**src/rtl/vga_frame_scanner.sv**
```systemverilog
// Raster scanner for the 3-bit frame buffer: VGA timing, a raster-order read address,
// and 1-bit-per-channel colour expanded to 10-bit DAC codes, with sync/blank delayed to match.
module vga_frame_scanner #(
   parameter int H_ACTIVE = 640,
   parameter int H_FP     = 16,
   parameter int H_SYNC   = 96,
   parameter int H_BP     = 48,
   parameter int V_ACTIVE = 480,
   parameter int V_FP     = 10,
   parameter int V_SYNC   = 2,
   parameter int V_BP     = 33,
   parameter int ADDR_W   = 19,
   parameter int COLOR_W  = 3
) (
   input  logic               clk,
   input  logic               rst_n,
   input  logic               pix_en,
   output logic [ADDR_W-1:0]  rdaddress,
   input  logic [COLOR_W-1:0] q,
   output logic [9:0]         vga_r,
   output logic [9:0]         vga_g,
   output logic [9:0]         vga_b,
   output logic               vga_hs_n,
   output logic               vga_vs_n,
   output logic               vga_blank_n,
   output logic               frame_start
);

   localparam int H_TOTAL = H_ACTIVE + H_FP + H_SYNC + H_BP;
   localparam int V_TOTAL = V_ACTIVE + V_FP + V_SYNC + V_BP;
   localparam int HW      = $clog2(H_TOTAL);
   localparam int VW      = $clog2(V_TOTAL);

   localparam logic [HW-1:0]     H_LAST    = HW'(H_TOTAL - 1);
   localparam logic [HW-1:0]     H_ACT     = HW'(H_ACTIVE);
   localparam logic [HW-1:0]     HS_FIRST  = HW'(H_ACTIVE + H_FP);
   localparam logic [HW-1:0]     HS_LAST   = HW'(H_ACTIVE + H_FP + H_SYNC - 1);
   localparam logic [VW-1:0]     V_LAST    = VW'(V_TOTAL - 1);
   localparam logic [VW-1:0]     V_ACT     = VW'(V_ACTIVE);
   localparam logic [VW-1:0]     VS_FIRST  = VW'(V_ACTIVE + V_FP);
   localparam logic [VW-1:0]     VS_LAST   = VW'(V_ACTIVE + V_FP + V_SYNC - 1);
   localparam logic [ADDR_W-1:0] ADDR_LAST = ADDR_W'(H_ACTIVE * V_ACTIVE - 1);

   logic [HW-1:0]      hc_q, hc_d;
   logic [VW-1:0]      vc_q, vc_d;
   logic [ADDR_W-1:0]  addr_q, addr_d;
   logic               active0, hs0, vs0;
   logic               active_d1_q, hs_d1_q, vs_d1_q;
   logic               active_d2_q, hs_d2_q, vs_d2_q;
   logic [9:0]         r_q, g_q, b_q;
   logic               fs_q;
   logic               tick_d1_q;
   logic [COLOR_W-1:0] pix_q, pix_sel;

   always_comb begin
      active0 = (hc_q < H_ACT) && (vc_q < V_ACT);
      hs0     = (hc_q >= HS_FIRST) && (hc_q <= HS_LAST);
      vs0     = (vc_q >= VS_FIRST) && (vc_q <= VS_LAST);
      hc_d    = hc_q + 1'b1;
      vc_d    = vc_q;
      if (hc_q == H_LAST) begin
         hc_d = '0;
         vc_d = (vc_q == V_LAST) ? '0 : vc_q + 1'b1;
      end
      addr_d = addr_q;
      if ((hc_q == H_LAST) && (vc_q == V_LAST))
         addr_d = '0;
      else if (active0 && (addr_q != ADDR_LAST))
         addr_d = addr_q + 1'b1;
      // Buffer data for the previous tick's address is final one clk after that tick;
      // use it live when the ticks are back-to-back, otherwise the copy captured then.
      pix_sel = tick_d1_q ? q : pix_q;
   end

   always_ff @(posedge clk or negedge rst_n) begin
      if (!rst_n) begin
         hc_q        <= '0;
         vc_q        <= '0;
         addr_q      <= '0;
         active_d1_q <= 1'b0;
         hs_d1_q     <= 1'b0;
         vs_d1_q     <= 1'b0;
         active_d2_q <= 1'b0;
         hs_d2_q     <= 1'b0;
         vs_d2_q     <= 1'b0;
         r_q         <= '0;
         g_q         <= '0;
         b_q         <= '0;
         fs_q        <= 1'b0;
         tick_d1_q   <= 1'b0;
         pix_q       <= '0;
      end else begin
         fs_q      <= pix_en && (hc_q == '0) && (vc_q == '0);
         tick_d1_q <= pix_en;
         if (tick_d1_q)
            pix_q <= q;
         if (pix_en) begin
            hc_q        <= hc_d;
            vc_q        <= vc_d;
            addr_q      <= addr_d;
            active_d1_q <= active0;
            hs_d1_q     <= hs0;
            vs_d1_q     <= vs0;
            active_d2_q <= active_d1_q;
            hs_d2_q     <= hs_d1_q;
            vs_d2_q     <= vs_d1_q;
            if (active_d1_q) begin
               r_q <= {10{pix_sel[2]}};
               g_q <= {10{pix_sel[1]}};
               b_q <= {10{pix_sel[0]}};
            end else begin
               r_q <= '0;
               g_q <= '0;
               b_q <= '0;
            end
         end
      end
   end

   assign rdaddress   = addr_q;
   assign vga_r       = r_q;
   assign vga_g       = g_q;
   assign vga_b       = b_q;
   assign vga_hs_n    = ~hs_d2_q;
   assign vga_vs_n    = ~vs_d2_q;
   assign vga_blank_n = active_d2_q;
   assign frame_start = fs_q;

endmodule

```
**config.mk**
```make
export PLATFORM = sky130hd
export DESIGN_NAME = vga_frame_scanner
export DESIGN_NICKNAME = d
export VERILOG_FILES = /design/src/rtl/vga_frame_scanner.sv
export SDC_FILE = /design/constraint.sdc
export NUM_CORES = 1
export LEC_CHECK = 0
export CAP_MARGIN = 20
export CORE_ASPECT_RATIO = 0.6
export CORE_MARGIN = 2
export CORE_UTILIZATION = 50
export DETAILED_ROUTE_END_ITERATION = 16
export PLACE_DENSITY = 0.84
export SLEW_MARGIN = 30
export SYNTH_ARGS = -nofsm -noshare
export SYNTH_HDL_FRONTEND = slang
export SYNTH_SLANG_ARGS = --single-unit
```
**constraint.sdc**
```tcl
create_clock -name clk -period 3.77 [get_ports clk]
set_input_delay 0.5655 -clock clk [delete_from_list [all_inputs] [get_ports clk]]
set_output_delay 0.5655 -clock clk [all_outputs]
set_load 0.05 [all_outputs]
```
==> reports/summary.txt, run 1 <==
Max VDD drop -> 0.230 mV
GRT Overall Usage -> 21.3%
largest net degree at the start of global routing -> 39
Setup crit start kind -> flip-flop
actual slew at the worst max-slew pin -> 0.934 ns
Worst Setup SP -> rdaddress[0]
layout cells sized above 1 -> 7.69%
number of inserted diodes -> 0
mapped cell area -> 0.00291 sq mm
Yosys warning count -> 0
Distinct cells, synth -> 46
Buf/Inv on CP -> 1
Top Layer Used -> met4
CTS Root Cell -> clkbuf_8
Pleak -> 1.54 nW
worst hold path class -> in2async
GPL Wtd Cong -> 0.902
CTS Buf Count -> 5
Final Max Tran Viols -> 0
IO Count -> 59
predominant post-synthesis flop cell -> dfrtp_1
die width -> 103 microns
mux cell area share after synthesis -> 4.08%
RSZ-0062 raised after global routing -> false
number of DRC markers in iteration 0 -> 223
clk_lat worst skew -> 0.32 ns
relative slew slack -> 37.1%
Fin Setup TNS -> 0 ns
dpl cells -> 410
Area Growth Syn to Fin -> 19.5%
first-pass GRT wire length -> 10.7 mm
Rows -> 21
Initial Util -> 52.1%
Max Cap Violations -> 0
crit path DAT -> 2.72 ns
simple logic cell fraction of the synthesized area -> 22.8%
CTS tree -> built
number of remaining DRC errors -> 0
CP Class -> reg2reg
post-synthesis sequential element count -> 53
DRT met1 WL -> 3.17 mm
CP peak stage delay -> 0.44 ns
final hold vios -> 0
Clock Pin Slew Worst Setup and Hold Paths -> 0.10 ns
antenna-violating nets left -> 0
PortBufs -> 58
vias per cell -> 5.72
WL per Instance -> 15.5 microns
Die ar. -> 0.00647 sq mm
FFs w/ async S/R, synth -> 100%
hpwl dp -> 4.69 mm
H-tree depth reported by CTS -> 2
most frequent cells in the layout -> clkdlybuf4s50_1, dfrtp_1, nand2_1, nand3_1, o21ai_0
Die Y -> 63.1 microns
Post-CTS Resized -> 0
WL met2 -> 2.71 mm
largest family of logic cells by synthesized area -> simple AND/OR/NAND/NOR gates
CP cell instances -> ha_1, nand3_1, nor4_4, a31oi_1, buf_4, and3_1, a211o_1
via count -> 2,390
fin crit period -> 2.51 ns
final WL -> 6.46 mm
vias in the first global route -> 2,212
postcts setup bufs -> 0
nets@finish -> 348
Post-Syn Nets -> 317
clk sinks -> 53
met3 wire length -> 485 microns
Critical R2R Launch -> rdaddress[0]
DRT Pass-1 Iters -> 6
Worst Path Required -> 3.98 ns
GRT overflow -> 0
Clock Path Buffers -> 2
CP top delay family -> simple AND/OR/NAND/NOR gates
Synth Instances -> 306
final setup fails -> 0
Synth Area in Adders -> 2.15%
core area -> 0.00560 sq mm
Overall Power -> 0.00163 W
register area share after synthesis -> 45.5%
CP endpoint kind -> flip-flop
fmax -> 399 MHz
Compound-Gate Fraction of Synth Area -> 12.5%
Mean Syn Cell Area -> 9.52 sq um
crit path max fanout -> 12
PwrDens -> 467 mW/mm^2
most common cell after layout, fill and taps aside -> clkdlybuf4s50_1
Clock Skew -> 0.0117 ns
initial antenna violation count -> 0
number of flops mapped to enable cells by yosys -> 0
Final Non-Filler Cells -> 418
cts hold-fix bufs -> 0
crit path max-delay cell type -> nor4_4
status -> finished clean
Final Cycle Share -> 66.5%
Synth Area in XOR/XNOR -> 2.71%
WHS -> 0.334 ns
## final timing paths
path / to / slack, ns / depth (start not counted)
setup / recovery: rdaddress[6] / 1.26 / 7
hold / removal: rdaddress[15] / 0.33 / 1
setup reg to reg: rdaddress[6] / 1.26 / 7
hold reg to reg: hs_d2_q / 0.48 / 2
max in group asynchronous: vc_q[0] / 2.69 / 2
min in group clk: hs_d2_q / 0.48 / 2
## cells in the mapped netlist, types with 7 or more instances
library cell  number  area [sq um]
a21oi_1            9          45.0
and3_1            14          87.6
buf_4             27           203
clkbuf_1           8          30.0
dfrtp_1           53          1330
inv_1             13          48.8
mux2_2             7          78.8
nand2_1           31           116
nand3_1           21           105
nand4_1            7          43.8
nor2_1            10          37.5
nor3_1            11          55.1
nor4_1             7          43.8
o21ai_0           20           100
## per-stage QoR
stage          worst slack [ns]  cell area (sq um)  utilization, %
6_report                   1.26               3480            62.2
4_1_cts                    1.29               3480            62.2
5_1_grt                    1.08               3480            62.2
3_5_place_dp              0.977               3370            60.3
3_3_place_gp               1.09               3370            60.3
2_1_floorplan              1.36               2910               -
## report_power, final
part           internal, W  total (W)  switching [W]
Clock             0.000200   0.000394       0.000194
Combinational     0.000176   0.000505       0.000328
Sequential        0.000627   0.000728       0.000101
## kinds of logic (layout without fill, tap and decap cells)
family	after synthesis	count (layout)
simple gates	120	120
fa+ha+maj	5	5
xor+xnor	9	9
flops	53	53
mux	11	11
compound gates	57	57
buf+inv	51	83
## layout make-up
cell class / instances / area [sq um]
Clock buffer: 6 / 72.6
Clock inverter: 2 / 38.8
Fill cell: 464 / 2110
Inverter: 13 / 48.8
Multi-Input combinational cell: 202 / 1290
Sequential cell: 53 / 1330
Tap cell: 80 / 100
Timing Repair Buffer: 62 / 606
## sequential cells by signal, indices dropped and copies added, names as in the netlist
name / cells
rdaddress: 19
hc_q: 10
vc_q: 10
pix_q: 3
active_d1_q: 1
frame_start: 1
hs_d1_q: 1
hs_d2_q: 1
tick_d1_q: 1
vga_b: 1
vga_blank_n: 1
vga_g: 1
vga_r: 1
vs_d1_q: 1
vs_d2_q: 1
## layer usage
metal,up-vias,global-route usage [%]
li1,1142,-
met1,1141,31.9
met2,96,29.4
met3,11,4.99
met4,0,8.67
met5,-,0
Note: power is estimated with default switching activity, not from simulation.
==> inputs of run 2 (changes only) <==
--- a/config.mk
+++ b/config.mk
@@ -8,9 +8,9 @@
 export CAP_MARGIN = 20
 export CORE_ASPECT_RATIO = 0.6
 export CORE_MARGIN = 2
-export CORE_UTILIZATION = 50
+export CORE_UTILIZATION = 47
 export DETAILED_ROUTE_END_ITERATION = 16
-export PLACE_DENSITY = 0.84
+export PLACE_DENSITY = 0.83
 export SLEW_MARGIN = 30
 export SYNTH_ARGS = -nofsm -noshare
 export SYNTH_HDL_FRONTEND = slang
==> constraint.sdc (replaced) <==
create_clock -name clk -period 2.2 [get_ports clk]
set_input_delay 0.33 -clock clk [delete_from_list [all_inputs] [get_ports clk]]
set_output_delay 0.33 -clock clk [all_outputs]
set_load 0.05 [all_outputs]
==> run 2 against run 1 <==
Against the previous run: the flow now finishes with violations (hold timing); global-route usage fell by 1.1 points; register-to-register slack got worse by 1.1 ns; worst setup slack got worse by 1.1 ns; non-clock buffer count rose by 17; sequential power rose by 70%; flip-flop and latch count did not move; critical path type unchanged; largest cell class unchanged.
==> reports/summary.txt, run 2 (synthesis results as in run 1) <==
CTS Root Cell -> clkbuf_8
Fin Setup TNS -> 0 ns (unchanged)
Area Growth Syn to Fin -> 25.7%
DRT Pass-1 Iters -> 5 (-1)
clk_lat worst skew -> 0.31 ns (about the same)
hpwl dp -> 4.58 mm (-2.5%)
failing checks -> hold timing
PortBufs -> 58 (unchanged)
CP Class -> reg2reg
GRT overflow -> 0 (unchanged)
clk sinks -> 53 (unchanged)
relative slew slack -> 65.8% (+29 points)
H-tree depth reported by CTS -> 2 (unchanged)
Die ar. -> 0.00687 sq mm (+6.0%)
Die Y -> 65.0 microns (+2.9%)
Clock Pin Slew Worst Setup and Hold Paths -> 0.11 ns (about the same)
final setup fails -> 0 (unchanged)
nets@finish -> 365 (+4.9%)
actual slew at the worst max-slew pin -> 0.511 ns (-0.424 ns)
first-pass GRT wire length -> 11.2 mm (+4.0%)
Max VDD drop -> 0.386 mV (+68%)
crit path DAT -> 2.34 ns (-0.38 ns)
CTS Buf Count -> 5 (unchanged)
Buf/Inv on CP -> 0 (-1)
crit path max fanout -> 5 (-7)
most frequent cells in the layout -> clkdlybuf4s50_1, dfrtp_1, nand2_1, nand3_1
CP top delay family -> simple AND/OR/NAND/NOR gates
die width -> 106 microns (+3.0%)
number of DRC markers in iteration 0 -> 196 (-12%)
final hold vios -> 7 (+7)
Setup crit start kind -> flip-flop
Final Cycle Share -> 94.4% (+28 points)
crit path max-delay cell type -> or4_1
layout cells sized above 1 -> 14.6% (+7.0 points)
CP endpoint kind -> flip-flop
fmax -> 482 MHz (+21%)
Pleak -> 1.63 nW (+5.9%)
CP cell instances -> ha_1, nand3_1, or4_1, or3_1, a21oi_1, a21o_1
CP peak stage delay -> 0.63 ns (+0.19 ns)
GRT Overall Usage -> 20.2% (-1.1 points)
# fillers -> 497 (+7.1%)
Clock Path Buffers -> 2 (unchanged)
GPL Wtd Cong -> 0.834 (-7.5%)
WHS -> -0.0135 ns (-0.348 ns)
core area -> 0.00606 sq mm (+8.2%)
number of remaining DRC errors -> 0 (unchanged)
Worst Path Required -> 2.46 ns (-1.52 ns)
fin crit period -> 2.08 ns (-0.432 ns)
number of inserted diodes -> 0 (unchanged)
WL per Instance -> 15.0 microns (-3.3%)
cts hold-fix bufs -> 0 (unchanged)
worst hold path class -> in2async
initial antenna violation count -> 0 (unchanged)
vias per cell -> 5.68 (-0.60%)
post-layout util -> 60.5% (-1.7 points)
Initial Util -> 48.1% (-3.9 points)
IO Count -> 59 (unchanged)
status -> finished, violations left
antenna-violating nets left -> 0 (unchanged)
PwrDens -> 772 mW/mm^2 (+65%)
Max Cap Violations -> 0 (unchanged)
CTS tree -> built
Clock Skew -> 0.0184 ns (+0.00663 ns)
via count -> 2,495 (+4.4%)
largest net degree at the start of global routing -> 54 (+38%)
most common cell after layout, fill and taps aside -> clkdlybuf4s50_1
vias in the first global route -> 2,296 (+3.8%)
RSZ-0062 raised after global routing -> false
Largest register FFs -> 19 (unchanged)
final WL -> 6.56 mm (+1.5%)
Final Max Tran Viols -> 0 (unchanged)
Rows -> 22 (+4.8%)
[run 2: metal layers]
layer | vias to the layer above | part of all wire, % | global-route usage (%)
met5 | - | 0 | 0
met4 | 0 | 0.85 | 6.58
met3 | 7 | 7.6 | 4.33
li1 | 1176 | - | -
met2 | 109 | 45 | 30.8
met1 | 1203 | 47 | 28.9
[run 2: worst paths after layout]
| check | from | to | slack, ns | cells after the start |
|---|---|---|---|---|
| worst max-delay path | rdaddress[0] | rdaddress[16] | 0.12 | 6 |
| worst min-delay path | rst_n | rdaddress[3] | -0.01 | 2 |
| worst max register to register | rdaddress[0] | rdaddress[16] | 0.12 | 6 |
| worst min register to register | vs_d1_q | vs_d2_q | 0.51 | 2 |
| max in group asynchronous | rst_n | rdaddress[1] | 1.92 | 2 |
| min in group clk | vs_d1_q | vs_d2_q | 0.51 | 2 |
[run 2: per-stage QoR]
stage	setup slack [ns]	hold WS, ns	std cells	area (sq um)	power, W
2_1_floorplan	0.0172	0.0344	306	2930	0.00191
6_report	0.124	-0.0135	439	3660	0.00283
4_1_cts	0.0287	0.00265	437	3630	0.00283
3_3_place_gp	0.0970	0.346	429	3520	0.00213
5_1_grt	0.0189	0.0131	439	3660	0.00295
3_5_place_dp	0.0295	0.345	429	3520	0.00216
[run 2: report_power, final]
group	internal, W	switching [W]
combinational	0.000325	0.000581
sequential	0.00108	0.000160
clock	0.000342	0.000336
total	0.00175	0.00108
[run 2: repair_timing]
action,4_1_cts,5_1_grt
gates resized for setup,0,4
setup buffers,0,2
setup endpoints to repair,0,17
[run 2: cell type report]
type                       count  area (sq um)  share of cell area [%]
clock buffer                   6          72.6                    1.98
clock inverter                 2          38.8                    1.06
inverter                      13          48.8                    1.33
multi-input combinational    202          1320                    36.0
sequential                    53          1330                    36.4
tap                           84           105                    2.87
timing repair buffer          79           746                    20.4
